File: config.mk
export PLATFORM = sky130hd
export DESIGN_NAME = rbus_pkt_arbiter_flat
export DESIGN_NICKNAME = d
export VERILOG_FILES = /design/src/rtl/rbus_pkt_arbiter_if.sv /design/src/rtl/rbus_pkt_arbiter.sv /design/src/flat_wrapper.sv
export SDC_FILE = /design/constraint.sdc
export NUM_CORES = 1
export LEC_CHECK = 0
export CAP_MARGIN = 20
export CORE_UTILIZATION = 48
export DETAILED_ROUTE_END_ITERATION = 12
export PLACE_DENSITY = 0.83
export SLEW_MARGIN = 20
export SYNTH_ARGS = -nofsm -noshare
export SYNTH_HDL_FRONTEND = slang
export SYNTH_SLANG_ARGS = --single-unit
File: constraint.sdc
create_clock -name clk -period 2.8 [get_ports clk]
set_clock_uncertainty 0.2 [all_clocks]
set_input_delay 0.56 -clock clk [delete_from_list [all_inputs] [get_ports clk]]
set_output_delay 0.56 -clock clk [all_outputs]
set_load 0.005 [all_outputs]
File: src/rtl/rbus_pkt_arbiter_if.sv
// rbus_pkt_arbiter_if: request/monitor inputs and grant outputs of the packet arbiter
interface rbus_pkt_arbiter_if #(
  parameter int N  = 4,
  parameter int LW = 5
);
  localparam int SW = $clog2(N);
  logic [N-1:0]  i_req;
  logic [LW-1:0] i_len [0:N-1];
  logic          i_stb [0:N-1];
  logic          i_sof [0:N-1];
  logic          i_dst_rdy;
  logic [N-1:0]  o_gnt;
  logic [SW-1:0] o_sel;
  logic          o_busy;
  logic          o_abort;
  logic          ff_err;
  modport master (output i_req, i_len, i_stb, i_sof, i_dst_rdy,
                  input  o_gnt, o_sel, o_busy, o_abort, ff_err);
  modport slave  (input  i_req, i_len, i_stb, i_sof, i_dst_rdy,
                  output o_gnt, o_sel, o_busy, o_abort, ff_err);
endinterface

File: src/rtl/rbus_pkt_arbiter.sv
// rbus_pkt_arbiter: packet-granular round-robin arbiter with protocol monitor and watchdog
module rbus_pkt_arbiter #(
  parameter int N  = 4,
  parameter int LW = 5,
  parameter int TO = 64
) (
  input logic               clk,
  input logic               rst,
  rbus_pkt_arbiter_if.slave bus
);
  localparam int SW = $clog2(N);
  localparam int WW = $clog2(TO + 1);
  typedef enum logic [1:0] {IDLE, BUSY, GAP} state_t;
  state_t        state_q, state_d;
  logic [N-1:0]  gnt_q, gnt_d;
  logic [SW-1:0] sel_q, sel_d, ptr_q, ptr_d, win;
  logic [LW-1:0] cnt_q, cnt_d;
  logic [WW-1:0] wd_q, wd_d;
  logic          first_q, first_d, abort_q, abort_d, err_q, err_d;
  logic          found, rogue, word, exit_b;
  // Scan downward so the candidate closest to ptr is written last and wins.
  always_comb begin
    win = '0;
    found = 1'b0;
    for (int i = N - 1; i >= 0; i--) begin
      if (bus.i_req[(int'(ptr_q) + i) % N]) begin
        win = SW'((int'(ptr_q) + i) % N);
        found = 1'b1;
      end
    end
  end
  always_comb begin
    rogue = 1'b0;
    for (int j = 0; j < N; j++) begin
      if (bus.i_stb[j] && !gnt_q[j]) rogue = 1'b1;
    end
  end
  assign word = (state_q == BUSY) && bus.i_stb[sel_q];
  always_comb begin
    state_d = state_q;
    gnt_d   = gnt_q;
    sel_d   = sel_q;
    ptr_d   = ptr_q;
    cnt_d   = cnt_q;
    wd_d    = wd_q;
    first_d = first_q;
    abort_d = 1'b0;
    err_d   = err_q | rogue;
    exit_b  = 1'b0;
    case (state_q)
      IDLE: if (bus.i_dst_rdy && found) begin
        state_d = BUSY;
        gnt_d   = N'(1) << win;
        sel_d   = win;
        cnt_d   = bus.i_len[win];
        wd_d    = '0;
        first_d = 1'b1;
        if (bus.i_len[win] == '0) err_d = 1'b1;
      end
      BUSY: begin
        if (cnt_q == '0) exit_b = 1'b1;
        else if (word) begin
          first_d = 1'b0;
          cnt_d   = cnt_q - 1'b1;
          wd_d    = '0;
          if (first_q != bus.i_sof[sel_q]) err_d = 1'b1;
          if (cnt_q == LW'(1)) exit_b = 1'b1;
        end else begin
          wd_d = (wd_q == WW'(TO)) ? wd_q : wd_q + 1'b1;
          if (wd_q == WW'(TO - 1)) begin
            exit_b  = 1'b1;
            abort_d = 1'b1;
            err_d   = 1'b1;
          end
        end
        if (exit_b) begin
          state_d = GAP;
          gnt_d   = '0;
          ptr_d   = (sel_q == SW'(N - 1)) ? '0 : sel_q + 1'b1;
        end
      end
      GAP:     state_d = IDLE;
      default: state_d = IDLE;
    endcase
  end
  always_ff @(posedge clk or posedge rst) begin
    if (rst) begin
      state_q <= IDLE;
      gnt_q   <= '0;
      sel_q   <= '0;
      ptr_q   <= '0;
      cnt_q   <= '0;
      wd_q    <= '0;
      first_q <= 1'b0;
      abort_q <= 1'b0;
      err_q   <= 1'b0;
    end else begin
      state_q <= state_d;
      gnt_q   <= gnt_d;
      sel_q   <= sel_d;
      ptr_q   <= ptr_d;
      cnt_q   <= cnt_d;
      wd_q    <= wd_d;
      first_q <= first_d;
      abort_q <= abort_d;
      err_q   <= err_d;
    end
  end
  assign bus.o_gnt   = gnt_q;
  assign bus.o_sel   = sel_q;
  assign bus.o_busy  = (state_q == BUSY);
  assign bus.o_abort = abort_q;
  assign bus.ff_err  = err_q;
endmodule

File: src/flat_wrapper.sv
// flat-port wrapper written by rule: the top's interface ports become plain ports
module rbus_pkt_arbiter_flat 
#(
  parameter int N  = 4,
  parameter int LW = 5,
  parameter int TO = 64
)
  (clk, rst, bus_i_req, bus_i_len, bus_i_stb, bus_i_sof, bus_i_dst_rdy, bus_o_gnt, bus_o_sel, bus_o_busy, bus_o_abort, bus_ff_err);
  rbus_pkt_arbiter_if #(.N(N), .LW(LW)) bus_i ();
  input logic clk;
  input logic rst;
  input wire logic [$bits(bus_i.i_req)-1:0] bus_i_req;
  input wire logic [$bits(bus_i.i_len)-1:0] bus_i_len;
  input wire logic [$bits(bus_i.i_stb)-1:0] bus_i_stb;
  input wire logic [$bits(bus_i.i_sof)-1:0] bus_i_sof;
  input wire logic [$bits(bus_i.i_dst_rdy)-1:0] bus_i_dst_rdy;
  output wire logic [$bits(bus_i.o_gnt)-1:0] bus_o_gnt;
  output wire logic [$bits(bus_i.o_sel)-1:0] bus_o_sel;
  output wire logic [$bits(bus_i.o_busy)-1:0] bus_o_busy;
  output wire logic [$bits(bus_i.o_abort)-1:0] bus_o_abort;
  output wire logic [$bits(bus_i.ff_err)-1:0] bus_ff_err;
  assign bus_i.i_req = bus_i_req;
  assign bus_i.i_len = {>>{bus_i_len}};
  assign bus_i.i_stb = {>>{bus_i_stb}};
  assign bus_i.i_sof = {>>{bus_i_sof}};
  assign bus_i.i_dst_rdy = bus_i_dst_rdy;
  assign bus_o_gnt = bus_i.o_gnt;
  assign bus_o_sel = bus_i.o_sel;
  assign bus_o_busy = bus_i.o_busy;
  assign bus_o_abort = bus_i.o_abort;
  assign bus_ff_err = bus_i.ff_err;
  rbus_pkt_arbiter #(.N(N), .LW(LW), .TO(TO)) u_core (.clk(clk), .rst(rst), .bus(bus_i));
endmodule
==> out/results.tsv <==
stage	metric	value	unit
final_layout	Finished Layout Cells	265	
placement	Routability Congestion	0.8264	
global_route	gr ovfl total	0	
synth	Post-Synth XOR/XNOR Area	3.189	%
global_route	gr usage total	26.16	%
clock_tree	worst skew pair latency	330	ps
synth	syn_nets	213	
final_layout	Diodes inserted	0	
clock_tree	Clock Path Buffers	2	
synth	Compound-Gate Fraction of Synth Area	22.85	%
synth	Distinct cells, synth	51	
die	Initial Util	52.26	%
timing	Final Critical Period	2585	ps
hold_path	Hold Crit Class	reg -> reg	
placement	placed insts	261	
power_and_ir_drop	power density cells	839.8	nW/µm²
clock_tree	htree depth	1	
worst_setup_path	CP most frequent cell	o21bai_1	
clock_tree	clock-pin slew on the worst setup and hold paths	140	ps
synth	post-synthesis mux area share	6.530	%
synth	Syn Std Cell Area	1648	µm²
worst_setup_path	Setup crit end kind	flop	
final_layout	post-route cell area	2181	µm²
synth	largest family of logic cells by synthesized area	compound AO/OA/AOI/OAI gates	
final_layout	share of cells above drive strength 1	10.41	%
global_route	global-route wire length before repair	7.162	mm
synth	syn_area_per_cell	9.525	µm²
placement	hpwl dp	3.455	mm
synth	Post-synth EDFFs	0	
final_layout	synth-to-layout area growth	32.35	%
worst_setup_path	CP Cell Sequence	clkdlybuf4s50_1, nor2b_1, o21bai_1, a21boi_0, a211oi_1, o21bai_1, o41ai_2	
timing	Slew HR	62.26	%
synth	Yosys warning count	0	
synth	Async SR Flop Fraction	100.0	%
worst_setup_path	Startpoint Class	primary input	
worst_setup_path	WS Path Type	in -> reg	
synth	Synth Area in Simple Gates	22.10	%
final_layout	nets	262	
timing	Final Cycle Share	92.33	%
timing	Achievable Freq	386.8	MHz
detailed_routing	average vias per placed instance	5.940	
timing	final-report hold violation count	0	
global_route	initial antenna violation count	0	
clock_tree	post-CTS sizing	0	
clock_tree	# hold bufs at CTS	0	
synth	prevailing post-synth register cell	dfrtp_1	
detailed_routing	antenna violation net count after detailed routing	0	
timing	Hold Worst Slack	324.4	ps
timing	setup TNS	0	ps
timing	Slew Viols, Final	0	
die	die area	3671	µm²
clock_tree	CTS Buf Count	3	
worst_setup_path	Crit Path Max Fanout	8	
die	Core Area	3153	µm²
die	height of the die	60.59	µm
timing	RSZ-0062 raised after global routing	no	
synth	Synth Register Bits	25	
worst_setup_path	Critical Path AT	2610	ps
detailed_routing	WL/cell	16.37	µm
clock_tree	Clock Sink Count	25	
die	Die W	60.59	µm
synth	Synth Instances	173	
clock_tree	clock root buffer	clkbuf_4	
global_route	largest net degree at the start of global routing	26	
detailed_routing	via count	1574	
worst_setup_path	CP max stage cell	clkdlybuf4s50_1	
synth	adder-cell share of the synthesized area	3.797	%
worst_setup_path	Req. time, crit path	2820	ps
placement	dpl cell area	2153	µm²
detailed_routing	Starting DRT DRC Count	116	
clock_tree	CTS tree	built	
die	IO Pins	44	
power_and_ir_drop	leakage	0.9425	nW
worst_setup_path	max incr delay on CP	460	ps
placement	number of port buffers	43	
global_route	vias in the first global route	1588	
timing	worst slew pin tran	564.9	ps
detailed_routing	drt pass-1 iters	4	
clock_tree	setup bufs post-CTS	0	
detailed_routing	drt total wl	4.338	mm
synth	Seq/Total Area, Yosys	37.97	%
power_and_ir_drop	Max VDD drop	477.5	µV
timing	final setup fails	0	
die	num rows	20	
detailed_routing	DRC viols	0	
flow_run	Max Cap Viol	0	
status	status	finished clean	
[critical path, delay by kind of cell]
kind | cells | cell delay [ps]
AO/OA/AOI/OAI | 5 | 1410
buffers and inverters | 1 | 460
AND/OR/NAND/NOR | 1 | 180
[cell usage after synthesis, types with 4 or more instances]
master / count / area, µm²
nor2_1: 13 / 48.80
dfrtp_1: 25 / 625.6
inv_1: 11 / 41.29
xor2_1: 5 / 43.79
a21oi_1: 5 / 25.02
o31ai_1: 4 / 30.03
mux2i_1: 4 / 40.04
o21ai_0: 10 / 50.05
nand2_1: 10 / 37.54
ha_1: 5 / 62.56
nand2b_1: 5 / 31.28
nor3_1: 4 / 20.02
nand3_1: 10 / 50.05
a32o_1: 5 / 50.05
and3_1: 5 / 31.28
[placed cells by master, fill, tap and decap left out, types with 2 or more instances in the layout]
| cell type | synthesis | layout |
|---|---|---|
| clkdlybuf4s50_1 | 0 | 43 |
| dfrtp_1 | 25 | 25 |
| nor2_1 | 13 | 13 |
| inv_1 | 11 | 11 |
| nand3_1 | 10 | 10 |
| nand2_1 | 10 | 10 |
| o21ai_0 | 10 | 10 |
| and3_1 | 5 | 5 |
| a21oi_1 | 5 | 5 |
| nand2b_1 | 5 | 5 |
| a32o_1 | 5 | 5 |
| xor2_1 | 5 | 5 |
| ha_1 | 5 | 5 |
| buf_4 | 0 | 5 |
| nor3_1 | 4 | 4 |
| mux2i_1 | 4 | 4 |
| o31ai_1 | 4 | 4 |
| nor2b_1 | 3 | 3 |
| and2_1 | 3 | 3 |
| nor4_1 | 3 | 3 |
| clkbuf_4 | 0 | 3 |
| mux4_2 | 2 | 2 |
| nor3_2 | 2 | 2 |
| o21bai_1 | 2 | 2 |
| a21boi_0 | 2 | 2 |
| a211oi_1 | 2 | 2 |
| a22o_1 | 2 | 2 |
| a21o_1 | 2 | 2 |
| nand4_1 | 2 | 2 |
| mux2_1 | 2 | 2 |
[path summary, 6_finish.rpt]
check / start / end / slack, ps / depth (start not counted)
hold / removal: u_core.bus.ff_err / u_core.bus.ff_err / 320 / 2
max in group asynchronous: rst / u_core.cnt_q[4] / 1780 / 3
setup reg to reg: u_core.bus.o_sel[0] / u_core.ptr_q[1] / 530 / 5
setup / recovery: bus_i_req[0] / u_core.bus.ff_err / 210 / 7
min in group asynchronous: rst / u_core.bus.o_sel[1] / 360 / 3
hold reg to reg: u_core.bus.ff_err / u_core.bus.ff_err / 320 / 2
[cell families (layout without fill, tap and decap cells)]
logic type      count (synthesis)  after routing
buf+inv                        15             63
simple gates                   67             67
fa+ha+maj                       5              5
compound gates                 47             47
xor+xnor                        6              6
flops                          25             25
mux                             8              8
[state kept, by name (all words and copies together) (netlist names)]
name,cells
u_core.bus.o_sel,2
u_core.bus.o_gnt,4
u_core.wd_q,7
u_core.ptr_q,2
u_core.state_q,2
u_core.bus.ff_err,1
u_core.bus.o_abort,1
u_core.cnt_q,5
u_core.first_q,1
[metrics by stage]
step | power, mW | util [%] | worst slack [ps]
6_report | 1.832 | 69.17 | 214.7
5_1_grt | 1.981 | 69.17 | 33.03
4_1_cts | 1.824 | 69.17 | 238.3
3_5_place_dp | 1.656 | 68.29 | -118.3
3_3_place_gp | 1.607 | 68.29 | -29.67
2_1_floorplan | 1.299 | - | 634.9
[layout make-up]
| type | instances | area (µm²) |
|---|---|---|
| clock inverter | 1 | 5.005 |
| timing repair buffer | 48 | 467.9 |
| inverter | 11 | 41.29 |
| sequential | 25 | 625.6 |
| multi-input combinational | 133 | 963.4 |
| fill | 262 | 972.2 |
| tap | 44 | 55.05 |
| clock buffer | 3 | 22.52 |
[power by group]
group / total, mW / leakage (nW) / internal [mW] / switching (mW)
sequential: 0.601 / 0.320 / 0.477 / 0.124
clock: 0.164 / 0.0177 / 0.0536 / 0.110
combinational: 1.07 / 0.605 / 0.509 / 0.559
total: 1.83 / 0.943 / 1.04 / 0.793
[per-layer routing]
metal / track usage [%] / vias up / routed length (µm)
li1: - / 739 / -
met1: 32.21 / 778 / 1759
met2: 46.94 / 53 / 2347
met3: 5.970 / 4 / 205
met4: 5.195 / 0 / 26
met5: 0 / - / 0
Note: power is estimated with default switching activity, not from simulation.
